--- config.mk ---
export PLATFORM = sky130hd
export DESIGN_NAME = grf_hazard_scoreboard_flat
export DESIGN_NICKNAME = d
export VERILOG_FILES = /design/src/rtl/grf_hazard_scoreboard_pkg.sv /design/src/rtl/grf_hazard_scoreboard_if.sv /design/src/rtl/grf_hazard_scoreboard_md_busy_counter.sv /design/src/rtl/grf_hazard_scoreboard.sv /design/src/flat_wrapper.sv
export SDC_FILE = /design/constraint.sdc
export NUM_CORES = 1
export LEC_CHECK = 0
export ABC_CLOCK_PERIOD_IN_PS = 5590
export BUFFER_PORTS_ARGS = -buffer_cell sky130_fd_sc_hd__buf_2
export CORE_MARGIN = 2
export CORE_UTILIZATION = 61
export DETAILED_ROUTE_END_ITERATION = 8
export GPL_TIMING_DRIVEN = 0
export HOLD_SLACK_MARGIN = 0.03
export MAX_ROUTING_LAYER = met4
export PLACE_DENSITY = 0.92
export SYNTH_ARGS = -nofsm -noshare
export SYNTH_HDL_FRONTEND = slang
export SYNTH_SLANG_ARGS = --single-unit
--- constraint.sdc ---
create_clock -name Clk -period 5.59 [get_ports Clk]
set_input_delay 0.8385 -clock Clk [delete_from_list [all_inputs] [get_ports Clk]]
set_output_delay 0.8385 -clock Clk [all_outputs]
set_load 0.005 [all_outputs]
--- src/rtl/grf_hazard_scoreboard_pkg.sv ---
// Shared encodings and stage-record layout for the GRF hazard scoreboard.
// Forward selects, Tuse/Tnew codes and record helpers live here.
package grf_hazard_scoreboard_pkg;

  localparam int REG_W   = 5;
  localparam int TNEW_W  = 2;
  localparam int FWD_W   = 2;
  localparam int MDCNT_W = 4;

  localparam logic [FWD_W-1:0] FWD_GRF = 2'd0;
  localparam logic [FWD_W-1:0] FWD_E   = 2'd1;
  localparam logic [FWD_W-1:0] FWD_M   = 2'd2;
  localparam logic [FWD_W-1:0] FWD_W_S = 2'd3;

  localparam logic [1:0] TUSE_NONE = 2'd3;

  localparam logic [TNEW_W-1:0] TNEW_NOW  = 2'd0;
  localparam logic [TNEW_W-1:0] TNEW_ALU  = 2'd1;
  localparam logic [TNEW_W-1:0] TNEW_LOAD = 2'd2;

  typedef logic [REG_W-1:0]  reg_t;
  typedef logic [TNEW_W-1:0] tnew_t;
  typedef logic [FWD_W-1:0]  fwd_t;

  typedef struct packed {
    reg_t  rs;
    reg_t  rt;
    reg_t  a3;
    logic  we;
    tnew_t tnew;
    logic  md_start;
    logic  is_div;
  } stage_rec_t;

  localparam stage_rec_t REC_BUBBLE = '0;

  function automatic logic writes(stage_rec_t s, reg_t r);
    return s.we && (s.a3 == r) && (r != '0);
  endfunction

  function automatic tnew_t tnew_dec(tnew_t t);
    return (t == '0) ? t : t - 1'b1;
  endfunction

  // Nearest writer wins; a not-yet-ready producer yields GRF (stall covers it).
  function automatic fwd_t fwd_sel(stage_rec_t e, stage_rec_t m,
                                   stage_rec_t w, reg_t r);
    fwd_t f;
    f = FWD_GRF;
    if (writes(e, r))      f = (e.tnew == '0) ? FWD_E   : FWD_GRF;
    else if (writes(m, r)) f = (m.tnew == '0) ? FWD_M   : FWD_GRF;
    else if (writes(w, r)) f = (w.tnew == '0) ? FWD_W_S : FWD_GRF;
    return f;
  endfunction

endpackage

--- src/rtl/grf_hazard_scoreboard_if.sv ---
// Decode-side request and hazard-control response bundle.
// master drives the D-stage fields, slave returns stall and forwards.
interface grf_hazard_scoreboard_if;
  import grf_hazard_scoreboard_pkg::*;

  reg_t  D_RS;
  reg_t  D_RT;
  logic [1:0] D_TuseRS;
  logic [1:0] D_TuseRT;
  reg_t  D_A3;
  logic  D_RegWrite;
  tnew_t D_Tnew;
  logic  D_MDStart;
  logic  D_IsDiv;
  logic  D_MDUse;

  logic  Stall;
  fwd_t  D_FwdRS;
  fwd_t  D_FwdRT;
  fwd_t  E_FwdRS;
  fwd_t  E_FwdRT;
  fwd_t  M_FwdRT;
  logic  MD_Busy;

  modport master (
    output D_RS, D_RT, D_TuseRS, D_TuseRT, D_A3,
           D_RegWrite, D_Tnew, D_MDStart, D_IsDiv, D_MDUse,
    input  Stall, D_FwdRS, D_FwdRT, E_FwdRS, E_FwdRT,
           M_FwdRT, MD_Busy
  );

  modport slave (
    input  D_RS, D_RT, D_TuseRS, D_TuseRT, D_A3,
           D_RegWrite, D_Tnew, D_MDStart, D_IsDiv, D_MDUse,
    output Stall, D_FwdRS, D_FwdRT, E_FwdRS, E_FwdRT,
           M_FwdRT, MD_Busy
  );

endinterface

--- src/rtl/grf_hazard_scoreboard_md_busy_counter.sv ---
// Mult/div busy countdown: loads when a start record leaves E,
// otherwise counts down to zero.
module md_busy_counter
  import grf_hazard_scoreboard_pkg::*;
#(
  parameter int MULT_CYCLES = 5,
  parameter int DIV_CYCLES  = 10
) (
  input  logic clk_i,
  input  logic rst_i,
  input  logic start_i,
  input  logic is_div_i,
  output logic busy_o
);

  localparam logic [MDCNT_W-1:0] MULT_LD = MDCNT_W'(MULT_CYCLES);
  localparam logic [MDCNT_W-1:0] DIV_LD  = MDCNT_W'(DIV_CYCLES);

  logic [MDCNT_W-1:0] cnt_q, cnt_d;

  always_comb begin
    cnt_d = cnt_q;
    if (start_i)
      cnt_d = is_div_i ? DIV_LD : MULT_LD;
    else if (cnt_q != '0)
      cnt_d = cnt_q - 1'b1;
  end

  always_ff @(posedge clk_i) begin
    if (rst_i) cnt_q <= '0;
    else       cnt_q <= cnt_d;
  end

  assign busy_o = (cnt_q != '0);

endmodule

--- src/rtl/grf_hazard_scoreboard.sv ---
// GRF hazard controller: E/M/W writer records, stall and forward selects,
// plus HI/LO interlock through the mult/div busy counter.
module grf_hazard_scoreboard
  import grf_hazard_scoreboard_pkg::*;
#(
  parameter int MULT_CYCLES = 5,
  parameter int DIV_CYCLES  = 10
) (
  input  logic Clk,
  input  logic Reset,
  grf_hazard_scoreboard_if.slave hz
);

  stage_rec_t e_q, m_q, w_q;
  stage_rec_t e_d, m_d, w_d;
  logic stall_rs, stall_rt, stall_md, stall;
  logic md_busy;
  logic w_unused;

  always_comb begin
    stall_rs = (writes(e_q, hz.D_RS) && (hz.D_TuseRS < e_q.tnew))
            || (writes(m_q, hz.D_RS) && (hz.D_TuseRS < m_q.tnew));
    stall_rt = (writes(e_q, hz.D_RT) && (hz.D_TuseRT < e_q.tnew))
            || (writes(m_q, hz.D_RT) && (hz.D_TuseRT < m_q.tnew));
    stall_md = hz.D_MDUse && (e_q.md_start || md_busy);
    stall    = stall_rs || stall_rt || stall_md;
  end

  always_comb begin
    e_d          = REC_BUBBLE;
    if (!stall) begin
      e_d.rs       = hz.D_RS;
      e_d.rt       = hz.D_RT;
      e_d.a3       = hz.D_A3;
      e_d.we       = hz.D_RegWrite;
      e_d.tnew     = hz.D_Tnew;
      e_d.md_start = hz.D_MDStart;
      e_d.is_div   = hz.D_IsDiv;
    end
    m_d      = e_q;
    m_d.tnew = tnew_dec(e_q.tnew);
    w_d      = m_q;
    w_d.tnew = tnew_dec(m_q.tnew);
  end

  always_ff @(posedge Clk) begin
    if (Reset) begin
      e_q <= REC_BUBBLE;
      m_q <= REC_BUBBLE;
      w_q <= REC_BUBBLE;
    end else begin
      e_q <= e_d;
      m_q <= m_d;
      w_q <= w_d;
    end
  end

  md_busy_counter #(
    .MULT_CYCLES (MULT_CYCLES),
    .DIV_CYCLES  (DIV_CYCLES)
  ) u_md (
    .clk_i    (Clk),
    .rst_i    (Reset),
    .start_i  (e_q.md_start),
    .is_div_i (e_q.is_div),
    .busy_o   (md_busy)
  );

  // W only supplies a3/we/tnew; its source fields are carried but unread.
  assign w_unused = ^{w_q.rs, w_q.rt, w_q.md_start, w_q.is_div};

  assign hz.Stall   = stall;
  assign hz.MD_Busy = md_busy;
  assign hz.D_FwdRS = fwd_sel(e_q, m_q, w_q, hz.D_RS);
  assign hz.D_FwdRT = fwd_sel(e_q, m_q, w_q, hz.D_RT);
  assign hz.E_FwdRS = fwd_sel(REC_BUBBLE, m_q, w_q, e_q.rs);
  assign hz.E_FwdRT = fwd_sel(REC_BUBBLE, m_q, w_q, e_q.rt);
  assign hz.M_FwdRT = fwd_sel(REC_BUBBLE, REC_BUBBLE, w_q, m_q.rt);

endmodule

--- src/flat_wrapper.sv ---
// flat-port wrapper written by rule: the top's interface ports become plain ports
module grf_hazard_scoreboard_flat import grf_hazard_scoreboard_pkg::*;
#(
  parameter int MULT_CYCLES = 5,
  parameter int DIV_CYCLES  = 10
)
  (Clk, Reset, hz_D_RS, hz_D_RT, hz_D_TuseRS, hz_D_TuseRT, hz_D_A3, hz_D_RegWrite, hz_D_Tnew, hz_D_MDStart, hz_D_IsDiv, hz_D_MDUse, hz_Stall, hz_D_FwdRS, hz_D_FwdRT, hz_E_FwdRS, hz_E_FwdRT, hz_M_FwdRT, hz_MD_Busy);
  grf_hazard_scoreboard_if hz_i ();
  input  logic Clk;
  input  logic Reset;
  input wire logic [$bits(hz_i.D_RS)-1:0] hz_D_RS;
  input wire logic [$bits(hz_i.D_RT)-1:0] hz_D_RT;
  input wire logic [$bits(hz_i.D_TuseRS)-1:0] hz_D_TuseRS;
  input wire logic [$bits(hz_i.D_TuseRT)-1:0] hz_D_TuseRT;
  input wire logic [$bits(hz_i.D_A3)-1:0] hz_D_A3;
  input wire logic [$bits(hz_i.D_RegWrite)-1:0] hz_D_RegWrite;
  input wire logic [$bits(hz_i.D_Tnew)-1:0] hz_D_Tnew;
  input wire logic [$bits(hz_i.D_MDStart)-1:0] hz_D_MDStart;
  input wire logic [$bits(hz_i.D_IsDiv)-1:0] hz_D_IsDiv;
  input wire logic [$bits(hz_i.D_MDUse)-1:0] hz_D_MDUse;
  output wire logic [$bits(hz_i.Stall)-1:0] hz_Stall;
  output wire logic [$bits(hz_i.D_FwdRS)-1:0] hz_D_FwdRS;
  output wire logic [$bits(hz_i.D_FwdRT)-1:0] hz_D_FwdRT;
  output wire logic [$bits(hz_i.E_FwdRS)-1:0] hz_E_FwdRS;
  output wire logic [$bits(hz_i.E_FwdRT)-1:0] hz_E_FwdRT;
  output wire logic [$bits(hz_i.M_FwdRT)-1:0] hz_M_FwdRT;
  output wire logic [$bits(hz_i.MD_Busy)-1:0] hz_MD_Busy;
  assign hz_i.D_RS = hz_D_RS;
  assign hz_i.D_RT = hz_D_RT;
  assign hz_i.D_TuseRS = hz_D_TuseRS;
  assign hz_i.D_TuseRT = hz_D_TuseRT;
  assign hz_i.D_A3 = hz_D_A3;
  assign hz_i.D_RegWrite = hz_D_RegWrite;
  assign hz_i.D_Tnew = hz_D_Tnew;
  assign hz_i.D_MDStart = hz_D_MDStart;
  assign hz_i.D_IsDiv = hz_D_IsDiv;
  assign hz_i.D_MDUse = hz_D_MDUse;
  assign hz_Stall = hz_i.Stall;
  assign hz_D_FwdRS = hz_i.D_FwdRS;
  assign hz_D_FwdRT = hz_i.D_FwdRT;
  assign hz_E_FwdRS = hz_i.E_FwdRS;
  assign hz_E_FwdRT = hz_i.E_FwdRT;
  assign hz_M_FwdRT = hz_i.M_FwdRT;
  assign hz_MD_Busy = hz_i.MD_Busy;
  grf_hazard_scoreboard #(.MULT_CYCLES(MULT_CYCLES), .DIV_CYCLES(DIV_CYCLES)) u_core (.Clk(Clk), .Reset(Reset), .hz(hz_i));
endmodule
# --- After elaboration in Yosys (flattened, before gate mapping) ---
# Index checks and enable logic that the tools add are counted.
# W data, S select, Z words.
totals:
  regBits: 45
  latch_bits: 0
  ramBits: 0
  mem_bits_ro: 0
  input_bits: 27
  out_inout_bits: 12
  elab_cells: 95
  n_memories: 0
classes:
  add_sub_neg: 3
  n_mul: 0
  div_mod_pow: 0
  n_lt_le_gt_ge: 4
  eq_ne: 11
  shift: 0
  n_mux: 19
  n_bitwise: 0
  n_reduce_logical: 43
op_table:
  columns: ["op", "n"]
  rows:
  - ["$eq A5 B5 Y1", 11]
  - ["$mux W2", 15]
  - ["$logic_and A1 B1 Y1", 27]
  - ["$reduce_bool A5 Y1", 5]
  - ["$mux W4", 3]
  - ["$lt A2 B2 Y1", 4]
  - ["$logic_not A2 Y1", 3]
  - ["$logic_or A1 B1 Y1", 5]
  - ["$reduce_bool A4 Y1", 1]
  - ["$sub A2 B1 Y2 const B", 2]
  - ["$sub A4 B1 Y4 const B", 1]
  - ["$reduce_bool A2 Y1", 1]
  - ["$reduce_or A2 Y1", 1]
  - ["$mux W1", 1]

# --- Depth between registers and ports, before layout ---
# Gate-level depths: netlist of the first run.
depth:
  word_depth: 8
  mapped_depth: 8
  mapped_depth_nobuf: 7

# --- Cells and area by module ---
# From an unflattened synthesis of the first run, not the netlist that was laid out.
hier_totals:
  hier_cells: 263
  hier_area_um2: 2512.4
modules_own_cells:
  columns: ["module", "instances", "cells_each", "area_each_um2", "seq_area_each_um2"]
  rows:
  - ["grf_hazard_scoreboard", 1, 237, 2279.7, 820.8]
  - ["md_busy_counter", 1, 26, 232.7, 80.1]

# --- Least setup slack after synthesis of the first run ---
# OpenSTA, ideal clock, no wires.
synth_timing:
  kind: "input to output"
  from: "in hz_D_RS[2]"
  to: "out hz_D_FwdRS[1]"
  arrival_time_ns: 2.253
  required_ns: 4.752
  slack_ns: 2.499
  stages: 5
  n_path_buf: 0
  path_cell_list: "or4_1 > nor2_2 > nor3_1 > or4_1 > a21oi_1"
synth_between:
  elab_chain_len: 6
  elab_cells_between_ends: 13
  classes_between: "eq/ne (3); mux (3); reduce/logical (7)"
synth_rtl:
  columns: ["element", "line_no", "source"]
  rows:
  - ["from (decl)", "flat_wrapper.sv:11", "input wire logic [$bits(hz_i.D_RS)-1:0] hz_D_RS;"]
  - ["$eq A5 B5 Y1", "grf_hazard_scoreboard_pkg.sv:38", "return s.we && (s.a3 == r) && (r != '0);"]
  - ["$logic_and A1 B1 Y1 (2 in series)", "grf_hazard_scoreboard_pkg.sv:38", null]
  - ["$mux W2", "grf_hazard_scoreboard_pkg.sv:52", "else if (writes(w, r)) f = (w.tnew == '0) ? FWD_W_S : FWD_GRF;"]
  - ["$mux W2", "grf_hazard_scoreboard_pkg.sv:51", "else if (writes(m, r)) f = (m.tnew == '0) ? FWD_M : FWD_GRF;"]
  - ["$mux W2 (*)", "grf_hazard_scoreboard_pkg.sv:50", "if (writes(e, r)) f = (e.tnew == '0) ? FWD_E : FWD_GRF;"]
  - ["to (decl)", "flat_wrapper.sv:22", "output wire logic [$bits(hz_i.D_FwdRS)-1:0] hz_D_FwdRS;"]
# Mark *: on every way between the ends. The rest lies on a longest branch, timed or not.

# --- Final worst setup path of the first run ---
layout_timing:
  from: "in hz_D_RT[1]"
  to: "out hz_D_FwdRT[0]"
layout_between:
  elab_chain_len: 6
  elab_cells_between_ends: 13
  classes_between: "eq/ne (3); mux (3); reduce/logical (7)"
layout_rtl:
  columns: ["element", "line_no", "source"]
  rows:
  - ["from (decl)", "flat_wrapper.sv:12", "input wire logic [$bits(hz_i.D_RT)-1:0] hz_D_RT;"]
  - ["$eq A5 B5 Y1", "grf_hazard_scoreboard_pkg.sv:38", null]
  - ["$logic_and A1 B1 Y1 (2 in series)", "grf_hazard_scoreboard_pkg.sv:38", null]
  - ["$mux W2", "grf_hazard_scoreboard_pkg.sv:52", null]
  - ["$mux W2", "grf_hazard_scoreboard_pkg.sv:51", null]
  - ["$mux W2 (*)", "grf_hazard_scoreboard_pkg.sv:50", null]
  - ["to (decl)", "flat_wrapper.sv:23", "output wire logic [$bits(hz_i.D_FwdRT)-1:0] hz_D_FwdRT;"]
# Marked as above.

==> impl_metrics.csv, run 1 <==
group,metric,value,unit
outcome,status,"complete, no violations",
drt,ant_nets,0,
drt,drc,0,
final_layout,fillers,295,
final_layout,nNetsFinal,340,
synth,synth.distinct_cells,36,
global_route,grt_start_max_net_pins,13,
clock_tree,cts_hold_buf,0,
power_and_ir_drop,irDropWorstVdd,0.2633,mV
drt,vias_per_cell,5.553,
critical_path,critPathArrivalTime,2670,ps
timing,rsz0062_at_grt,"no",
flow_run,max_cap_violations,0,
synth,async_flop_share,0,%
clock_tree,cts_htree_levels,2,
final_layout,syn_to_final_growth,12.87,%
timing,fin_ws,2084,ps
clock_tree,insertion_delay,290,ps
critical_path,worstPathRequired,4750,ps
timing,clock_skew,8.814,ps
timing,setup_viol,0,
clock_tree,cts.reportedPaths.clkPinSlew,80,ps
clock_tree,root_buffer,"clkbuf_8",
global_route,grt_pass1_wl,8.452,mm
synth,yosys-top-cells-count,"dfxtp_1, xnor2_1, nor2b_1, clkbuf_1, inv_1",
drt,first_pass_iters,4,
synth,synthFlopType,"dfxtp_1",
clock_tree,cts.sinks,45,
synth,synth_area_leaders,"dfxtp_1, xnor2_1, nor4b_2, nor4_2, nor2b_1",
timing,slew_headroom,51.87,%
timing,whs,503.0,ps
critical_path,critPathLaunchType,"input pin",
synth,synth_edf_count,0,
critical_path,critPathMaxFanout,5,
timing,hold_viol_final,0,
worst_hold_path,hold_class,"reg2reg",
global_route,grt_pass1_vias,1869,
drt,routedWlPerCell,14.42,µm
synth,synth_area_leader_cell,"dfxtp_1",
die,start_util,62.92,%
final_layout,final-seq-area,900.9,µm²
synth,postSynthAreaPerCell,9.501,µm²
drt,first_iter_violations,195,
final_layout,multi_input_area,1445,µm²
synth,synthCells,263,
synth,synth_top_area_share,36.05,%
timing,tns,0,ps
place,io_buffers,37,
drt,routed_wl,5.134,mm
clock_tree,ctsLongestPathBuffers,2,
die,dieArea,4624,µm²
synth,ys_ff_latch,45,
global_route,grt.overflow.total,0,
timing,fmax,0.2852,GHz
timing,fin_crit_sh,62.72,%
clock_tree,cts_resized,0,
final_layout,utilization,71.01,%
die,io_pins,39,
die,rows,23,
synth,syn_area,2499,µm²
power_and_ir_drop,p_total,0.8761,mW
timing,finalCriticalPeriod,3506,ps
die,core-area,3971,µm²
die,die_h,68,µm
place,pre_cts_slack,2123,ps
clock_tree,numCtsBuffers,5,
global_route,antenna_found_initial,0,
power_and_ir_drop,power_density,310.7,nW/µm²
place,dp_hpwl,4.046,mm
synth,yosysWarnings,0,
clock_tree,postCtsSetupBuffers,0,
critical_path,criticalPathCategory,"in2out",
die,die_w,68,µm
final_layout,drive_above_1_share,23.20,%
drt,vias,1977,
synth,ys_seq_area_share,36.05,%
clock_tree,cts_tree,"done",
critical_path,endpoint_kind,"output pin",
global_route,grt_use_total,25.69,%
timing,drv_slew,0,
place,gp_congestion,0.9500,
timing,worstMarginPinSlew,721.9,ps
final_layout,antenna_cells,0,
synth,syn-num-nets,296,
power_and_ir_drop,p_leak,1.108,nW
[flip-flops by register name, indices dropped and copies added (netlist names)]
register           flops
u_core.m_q            13
u_core.u_md.cnt_q      4
u_core.e_q            20
u_core.w_q             8
[report_power, final]
part           switching, mW  internal [mW]  total [mW]
clock                 0.0972         0.0822       0.179
sequential            0.0382          0.363       0.401
combinational          0.149          0.146       0.295
total                  0.285          0.592       0.876
[logic make-up after synthesis]
logic type	share of synthesized area, %
multiplexers	0.8012
flip-flops	36.05
AO/OA/AOI/OAI	4.306
buffers and inverters	6.109
XOR/XNOR	19.98
adder cells (fa/ha/maj)	3.004
AND/OR/NAND/NOR	29.75
[stage by stage]
stage | area [µm²] | cells
after CTS | 2820 | 356
after floorplan | 2499 | 263
after detailed placement | 2746 | 350
after global placement | 2746 | 350
after global routing | 2820 | 356
final | 2820 | 356
[final timing paths]
kind	start	end	slack, ps	cells past startpoint
worst max-delay path	hz_D_RT[1]	hz_D_FwdRT[0]	2080	7
worst min-delay path	u_core.e_q[2]	u_core.m_q[2]	500	1
worst max register to register	u_core.u_md.cnt_q[0]	u_core.e_q[18]	3540	8
worst min register to register	u_core.e_q[2]	u_core.m_q[2]	500	1
[final cells by class]
type | instances | share of cell area (%)
Multi-Input combinational cell | 183 | 51.24
Clock buffer | 5 | 2.440
Timing Repair Buffer | 37 | 6.566
Buffer | 21 | 3.549
Inverter | 14 | 1.863
Clock inverter | 1 | 0.1775
Tap cell | 50 | 2.218
Sequential cell | 45 | 31.94
[metal layers]
| metal | vias up | wire length [µm] | GRT usage, % |
|---|---|---|---|
| met2 | 62 | 2545 | 41.75 |
| met4 | 0 | 142 | 10.75 |
| met1 | 924 | 2149 | 30.49 |
| li1 | 978 | - | - |
| met5 | - | 0 | - |
| met3 | 13 | 297 | 6.086 |
[placed cells by master, fill, tap and decap left out, drive strengths merged, types with 9 or more instances in the layout]
cell	netlist	layout
inv	14	14
xnor2	45	45
xor2	12	12
dfxtp	45	45
nor4	16	16
clkbuf	15	20
nand2	10	10
a21oi	9	9
nor2	9	9
nor4b	11	11
nor3	9	9
nand4	9	9
buf	6	43
nor2b	18	18
[worst max-delay path, cell delays in order]
cell     delay (ps)
buf_2           140
or4_1           550
nor2_2          160
nor3_1          110
or4_1           550
mux2i_1         180
buf_2           140
Power figures use the tool's default switching activity.
==> inputs of run 2 (changes only) <==
--- a/config.mk
+++ b/config.mk
@@ -5,15 +5,16 @@
 export SDC_FILE = /design/constraint.sdc
 export NUM_CORES = 1
 export LEC_CHECK = 0
-export ABC_CLOCK_PERIOD_IN_PS = 5590
+export ABC_AREA = 1
+export ABC_CLOCK_PERIOD_IN_PS = 3400
 export BUFFER_PORTS_ARGS = -buffer_cell sky130_fd_sc_hd__buf_2
 export CORE_MARGIN = 2
-export CORE_UTILIZATION = 61
+export CORE_UTILIZATION = 56
 export DETAILED_ROUTE_END_ITERATION = 8
 export GPL_TIMING_DRIVEN = 0
 export HOLD_SLACK_MARGIN = 0.03
 export MAX_ROUTING_LAYER = met4
-export PLACE_DENSITY = 0.92
+export PLACE_DENSITY = 0.86
 export SYNTH_ARGS = -nofsm -noshare
 export SYNTH_HDL_FRONTEND = slang
 export SYNTH_SLANG_ARGS = --single-unit
==> constraint.sdc (replaced) <==
create_clock -name Clk -period 3.4 [get_ports Clk]
set_input_delay 0.51 -clock Clk [delete_from_list [all_inputs] [get_ports Clk]]
set_output_delay 0.51 -clock Clk [all_outputs]
set_load 0.005 [all_outputs]
==> run 2 against run 1 <==
Worst setup slack worse by 1100 ps. Synthesized cell count increased by 41%. Critical path type is now reg2out. Global-route usage up 1.7 points. Sequential power rose by 61%. Via count is 29% higher.
==> impl_metrics.csv, run 2 <==
group,metric,value,unit
synth,synth.distinct_cells,30,
die,rows,24,
worst_hold_path,hold_class,"in2reg",
final_layout,fillers,363,
synth,yosysMostFrequentCell,"nand2_1",
die,dieArea,5055,µm²
power_and_ir_drop,power_density,497.0,nW/µm²
final_layout,max_flop_register,"u_core.e_q",
clock_tree,cts.reportedPaths.clkPinSlew,80,ps
place,pre_cts_slack,1335,ps
clock_tree,insertion_delay,310,ps
synth,syn-num-nets,403,
critical_path,crit_chain,"clkbuf_1 -> xnor2_1 -> nand3_1 -> nor3_1 -> nand4_1 -> o21ai_0 -> buf_2",
critical_path,critPathTopFamily,"buffers and inverters",
clock_tree,postCtsSetupBuffers,0,
synth,synth_area_leader_cell,"dfxtp_1",
critical_path,worstPathRequired,2890,ps
final_layout,antenna_cells,0,
critical_path,r2r_start,"u_core.m_q[5]",
final_layout,fin_area,2867,µm²
timing,fmax,0.4215,GHz
place,place_area,2776,µm²
critical_path,crit_slowest_cell,"clkbuf_1",
drt,routedWlPerCell,13.70,µm
drt,vias_per_cell,5.482,
timing,setup_viol,0,
die,io_pins,39,
critical_path,worstReg2RegEnd,"u_core.e_q[14]",
critical_path,path_buf_inv,2,
critical_path,setup.worst_path.end,"hz_D_FwdRT[0]",
critical_path,critPathMaxFanout,7,
final_layout,utilization,65.83,%
final_layout,nNetsFinal,448,
final_layout,mostFrequentLayoutCells,"nand2_1, inv_1, dfxtp_1",
clock_tree,cts_tree,"done",
final_layout,final_common_cell,"nand2_1",
final_layout,final-seq-area,900.9,µm²
global_route,grt_pass1_vias,2371,
drt,first_iter_violations,168,
clock_tree,cts.sinks,45,
timing,fin_crit_sh,69.78,%
timing,fin_ws,1027,ps
timing,worstMarginPinSlew,523.9,ps
synth,synthCells,370,
critical_path,endpoint_kind,"output pin",
clock_tree,cts_htree_levels,2,
synth,synth_edf_count,0,
clock_tree,root_buffer,"clkbuf_8",
clock_tree,cts_resized,0,
global_route,grt_use_total,27.36,%
outcome,status,"complete, no violations",
final_layout,reg_top3,"u_core.e_q: 20 flops, u_core.m_q: 13 flops, u_core.w_q: 8 flops",
die,start_util,57.90,%
global_route,grt_start_max_net_pins,14,
clock_tree,ctsLongestPathBuffers,2,
power_and_ir_drop,p_leak,1.401,nW
final_layout,drive_above_1_share,21.69,%
final_layout,fin_cells,467,
clock_tree,numCtsBuffers,5,
drt,routed_wl,6.399,mm
synth,postSynthAreaPerCell,6.814,µm²
critical_path,r2r_slack,1710,ps
flow_run,max_cap_violations,0,
timing,slew_headroom,64.94,%
drt,first_pass_iters,5,
critical_path,criticalPathCategory,"reg2out",
critical_path,crit_path_max_incr_delay,370,ps
global_route,antenna_found_initial,0,
timing,finalCriticalPeriod,2373,ps
timing,rsz0062_at_grt,"no",
die,core-area,4354,µm²
final_layout,multi_input_area,1308,µm²
power_and_ir_drop,irDropWorstVdd,0.3036,mV
drt,drc,0,
critical_path,crit_start,"u_core.w_q[7]",
timing,clock_skew,8.322,ps
synth,async_flop_share,0,%
synth,yosysWarnings,0,
place,dpl.cell_count,460,
critical_path,critPathArrivalTime,1860,ps
clock_tree,cts_hold_buf,0,
synth,synth_area_leaders,"dfxtp_1, nand2_1, inv_1, nor2_2, nor2_1",
synth,synthFlopType,"dfxtp_1",
synth,syn_area,2521,µm²
critical_path,critPathLaunchType,"register",
final_layout,syn_to_final_growth,13.70,%
synth,yosys-top-cells-count,"nand2_1, inv_1, dfxtp_1, nor2_1, nor2_2",
synth,ys_seq_area_share,35.73,%
global_route,grt_pass1_wl,10.40,mm
timing,drv_slew,0,
place,io_buffers,38,
final_layout,largest_register_ffs,20,
timing,hold_viol_final,0,
place,dp_hpwl,4.882,mm
synth,ys_ff_latch,45,
global_route,grt.overflow.total,0,
die,die_h,71.10,µm
die,die_w,71.10,µm
timing,tns,0,ps
synth,synth_top_area_share,35.73,%
drt,vias,2560,
critical_path,cp.depth,7,
place,gp_congestion,0.9476,
critical_path,r2r_cells,10,
drt,ant_nets,0,
==> run 2: final cells by class <==
class | count | share of cell area [%]
multi-input cells | 247 | 45.61
flip-flops and latches | 45 | 31.43
inverters | 69 | 9.035
repair buffers | 38 | 6.635
clock buffers | 6 | 2.881
well taps | 52 | 2.270
plain buffers | 9 | 1.877
clock inverters | 1 | 0.2619
==> run 2: metal layers <==
layer	part of all wire (%)	GRT usage [%]	wire length [µm]	vias up
li1	-	-	-	1251
met1	41	31.73	2616	1163
met2	47	44.13	3002	116
met3	8.1	6.125	519	30
met4	4.1	14.47	261	0
met5	0	-	0	-
==> run 2: cell families after synthesis <==
family	Yosys count	synth area share, %
buffers and inverters	78	12.41
xor gates and xnor gates	16	5.559
DFF	45	35.73
AOI/OAI and AO/OA	42	10.07
adders and majority gates	6	2.978
and+or+nand+nor	183	33.25
==> run 2: worst min path at each step <==
stage / from / end / slack (ps) / cells after the start
3_5_place_dp: u_core.e_q[4] / u_core.m_q[4] / 450 / 2
5_1_grt: hz_D_A3[1] / u_core.e_q[6] / 420 / 3
6_report: hz_D_A3[3] / u_core.e_q[8] / 410 / 3
2_1_floorplan: u_core.e_q[2] / u_core.m_q[2] / 430 / 1
3_3_place_gp: u_core.e_q[4] / u_core.m_q[4] / 440 / 2
4_1_cts: hz_D_A3[3] / u_core.e_q[8] / 410 / 3
==> run 2: worst min-delay path: cells and delay by family <==
family,cells,cell delay [ps]
AND/OR/NAND/NOR,1,80
buffers and inverters,2,100
==> run 2: stage by stage <==
step           power, mW  hold slack (ps)
2_1_floorplan     0.9695            425.6
3_3_place_gp       1.070            437.6
3_5_place_dp       1.089            450.0
4_1_cts            1.425            411.2
5_1_grt            1.511            418.6
6_report           1.425            413.1
==> run 2: report_power, final <==
group	switching (mW)	leakage [nW]	total (mW)	internal [mW]
Combinational	0.266	0.988	0.439	0.174
Clock	0.178	0.0433	0.339	0.161
Sequential	0.0531	0.369	0.647	0.593
==> inputs of run 3 (changes only) <==
--- a/config.mk
+++ b/config.mk
@@ -5,16 +5,16 @@
 export SDC_FILE = /design/constraint.sdc
 export NUM_CORES = 1
 export LEC_CHECK = 0
-export ABC_AREA = 1
-export ABC_CLOCK_PERIOD_IN_PS = 3400
+export ABC_AREA = 0
+export ABC_CLOCK_PERIOD_IN_PS = 2000
 export BUFFER_PORTS_ARGS = -buffer_cell sky130_fd_sc_hd__buf_2
 export CORE_MARGIN = 2
-export CORE_UTILIZATION = 56
+export CORE_UTILIZATION = 51
 export DETAILED_ROUTE_END_ITERATION = 8
 export GPL_TIMING_DRIVEN = 0
 export HOLD_SLACK_MARGIN = 0.03
 export MAX_ROUTING_LAYER = met4
-export PLACE_DENSITY = 0.86
+export PLACE_DENSITY = 0.83
 export SYNTH_ARGS = -nofsm -noshare
 export SYNTH_HDL_FRONTEND = slang
 export SYNTH_SLANG_ARGS = --single-unit
==> constraint.sdc (replaced) <==
create_clock -name Clk -period 2 [get_ports Clk]
set_input_delay 0.3 -clock Clk [delete_from_list [all_inputs] [get_ports Clk]]
set_output_delay 0.3 -clock Clk [all_outputs]
set_load 0.005 [all_outputs]
==> run 3 against run 2 <==
The flow now finishes with violations (negative setup slack). Combinational power increased by 130%. Core utilization increased by 2.3 points. Worst hold slack got worse by 190 ps. Sequential share of layout area decreased by 2.8 points. Largest power group unchanged. Clock power increased by 110%. Register-to-register slack got worse by 1700 ps. Largest cell class unchanged. Total power increased by 100%. Flip-flop and latch count unchanged. Critical path depth unchanged. Global-route usage decreased by 2.9 points. Die area increased by 8.3%. Clock skew increased by 3.9 ps.
==> impl_metrics.csv, run 3 (synthesis gave the netlist of run 1 again) <==
group,metric,value,unit
final_layout,utilization,68.11,%
timing,rsz0062_at_grt,"yes",
power_and_ir_drop,irDropWorstVdd,0.5029,mV
critical_path,endpoint_kind,"output pin",
critical_path,r2r_start,"u_core.u_md.cnt_q[0]",
clock_tree,cts.reportedPaths.clkPinSlew,80,ps
global_route,grt_use_total,24.50,%
place,dp_hpwl,4.202,mm
critical_path,setup.worst_path.end,"hz_D_FwdRT[0]",
drt,ant_nets,0,
timing,slew_headroom,44.00,%
drt,first_iter_violations,154,
power_and_ir_drop,power_density,900.9,nW/µm²
critical_path,path_buf_inv,2,
timing,worstMarginPinSlew,840.0,ps
clock_tree,numCtsBuffers,5,
power_and_ir_drop,pwr-share-comb,35.3,%
timing,drv_slew,0,
timing,fmax,0.4448,GHz
clock_tree,cts_tree,"done",
global_route,grt.overflow.total,0,
critical_path,criticalPathCategory,"in2out",
place,pre_cts_slack,-419.8,ps
drt,vias,2065,
critical_path,r2r_slack,50,ps
timing,clock_skew,12.21,ps
timing,fin_crit_sh,112.4,%
final_layout,fillers,341,
clock_tree,cts_htree_levels,2,
drt,drc,0,
final_layout,mostFrequentLayoutCells,"xnor2_1, buf_2, dfxtp_1",
clock_tree,ctsLongestPathBuffers,2,
outcome,violations,"negative setup slack",
timing,whs,225.7,ps
critical_path,worstReg2RegEnd,"u_core.e_q[17]",
die,io_pins,39,
final_layout,max_flop_register,"u_core.e_q",
critical_path,crit_start,"hz_D_RT[4]",
global_route,antenna_found_initial,0,
die,dieArea,5475,µm²
die,core-area,4723,µm²
critical_path,cp.depth,7,
critical_path,r2r_cells,8,
global_route,grt_pass1_vias,2031,
global_route,grt_pass1_wl,9.563,mm
clock_tree,root_buffer,"clkbuf_8",
die,start_util,52.90,%
outcome,status,"complete, but fails checks",
clock_tree,cts.sinks,45,
critical_path,critPathLaunchType,"input pin",
die,die_w,74.00,µm
power_and_ir_drop,intPower,1.981,mW
critical_path,crit_slowest_cell,"or4_4",
power_and_ir_drop,power.switching,0.9172,mW
drt,routedWlPerCell,16.34,µm
final_layout,reg_top3,"u_core.e_q: 20 flops, u_core.m_q: 13 flops, u_core.w_q: 8 flops",
final_layout,drive_above_1_share,39.42,%
power_and_ir_drop,p_sw_share,31.65,%
power_and_ir_drop,power_frac_seq,40.3,%
final_layout,syn_to_final_growth,28.74,%
critical_path,critPathTopFamily,"simple AND/OR/NAND/NOR gates",
final_layout,nNetsFinal,344,
critical_path,crit_chain,"buf_8 -> or4_4 -> nor2_4 -> nor3_4 -> or4_4 -> mux2i_1 -> buf_2",
drt,vias_per_cell,5.449,
power_and_ir_drop,clkPwrFrac,24.4,%
timing,setup_viol,7,
place,io_buffers,37,
die,rows,25,
power_and_ir_drop,p_leak,1.258,nW
timing,finalCriticalPeriod,2248,ps
global_route,grt_start_max_net_pins,14,
die,die_h,74.00,µm
critical_path,crit_path_max_incr_delay,540,ps
timing,hold_viol_final,0,
flow_run,max_cap_violations,0,
final_layout,antenna_cells,0,
critical_path,critPathMaxFanout,2,
critical_path,cp_common_cell,"or4_4",
final_layout,final_common_cell,"xnor2_1",
worst_hold_path,min_from,"hz_D_MDStart",
clock_tree,insertion_delay,300,ps
drt,first_pass_iters,4,
worst_hold_path,hold_class,"in2reg",
final_layout,largest_register_ffs,20,
drt,routed_wl,6.193,mm
place,gp_congestion,0.8799,
critical_path,worstPathRequired,1700,ps
timing,fin_ws,-248.1,ps
clock_tree,cts_hold_buf,0,
critical_path,critPathArrivalTime,1950,ps
## run 3: changes by cell type in the layout (fill, tap and decap cells not counted), sizes merged, moves of 11 or more
cell	previous run	this run
buf	41	58
inv	69	14
nand2	79	10
nand3	21	2
nor2	63	9
nor2b	0	18
nor4	3	16
nor4b	0	11
o22ai	15	0
xnor2	9	45
## run 3: stage by stage
| stage | area, µm² | cells | TNS, ps | total power, mW |
|---|---|---|---|---|
| final | 3217 | 379 | -1338 | 2.898 |
| after global routing | 3217 | 379 | -1775 | 3.024 |
| after CTS | 3102 | 378 | -1523 | 2.824 |
| after detailed placement | 2785 | 367 | -3361 | 1.966 |
| after global placement | 2785 | 367 | -1960 | 1.928 |
| after floorplan | 2516 | 263 | 0 | 1.763 |
## run 3: timing repair
action / CTS / global route
resized for setup: 43 / 20
setup buffers: 14 / 1
pin swaps: 15 / 12
setup endpoints to repair: 31 / 29
## run 3: worst min path at each step
stage / slack (ps) / to / cells after the start
after CTS: 220 / u_core.e_q[1] / 3
after floorplan: 430 / u_core.e_q[0] / 2
after global routing: 230 / u_core.e_q[6] / 3
after global placement: 480 / u_core.m_q[4] / 1
final: 230 / u_core.e_q[1] / 3
after detailed placement: 490 / u_core.m_q[2] / 1
## run 3: power groups by stage
stage	Sequential [mW]	Combinational (mW)	Clock (mW)
2_1_floorplan	1.11	0.650	0
3_3_place_gp	1.13	0.794	0
3_5_place_dp	1.14	0.826	0
4_1_cts	1.16	0.964	0.703
5_1_grt	1.18	1.11	0.736
6_report	1.17	1.02	0.706
## run 3: per-layer routing
layer / part of all wire (%) / GRT usage, % / wire, µm / vias to the layer above
li1: - / - / - / 987
met1: 39 / 27.74 / 2433 / 974
met2: 51 / 42.86 / 3156 / 85
met3: 6.4 / 3.930 / 399 / 19
met4: 3.3 / 10.10 / 203 / 0
met5: 0 / - / 0 / -
## run 3: worst reg2reg max path: stages, from the launching register on
cell and delay, ps:
dfxtp_2 330, inv_2 50, ha_1 120, or3b_4 370, o21a_1 180, a211o_1 240
buf_4 160, buf_12 150, nor4b_2 250
## run 3: final cells by class
| class | instances | area (µm²) | share of cell area (%) |
|---|---|---|---|
| clock buffer | 7 | 86.33 | 2.684 |
| buffer | 10 | 67.56 | 2.100 |
| tap | 67 | 83.83 | 2.606 |
| multi-input combinational | 183 | 1619 | 50.33 |
| timing repair buffer | 52 | 355.3 | 11.05 |
| inverter | 14 | 52.55 | 1.634 |
| clock inverter | 1 | 30.03 | 0.9335 |
| sequential | 45 | 922.1 | 28.67 |
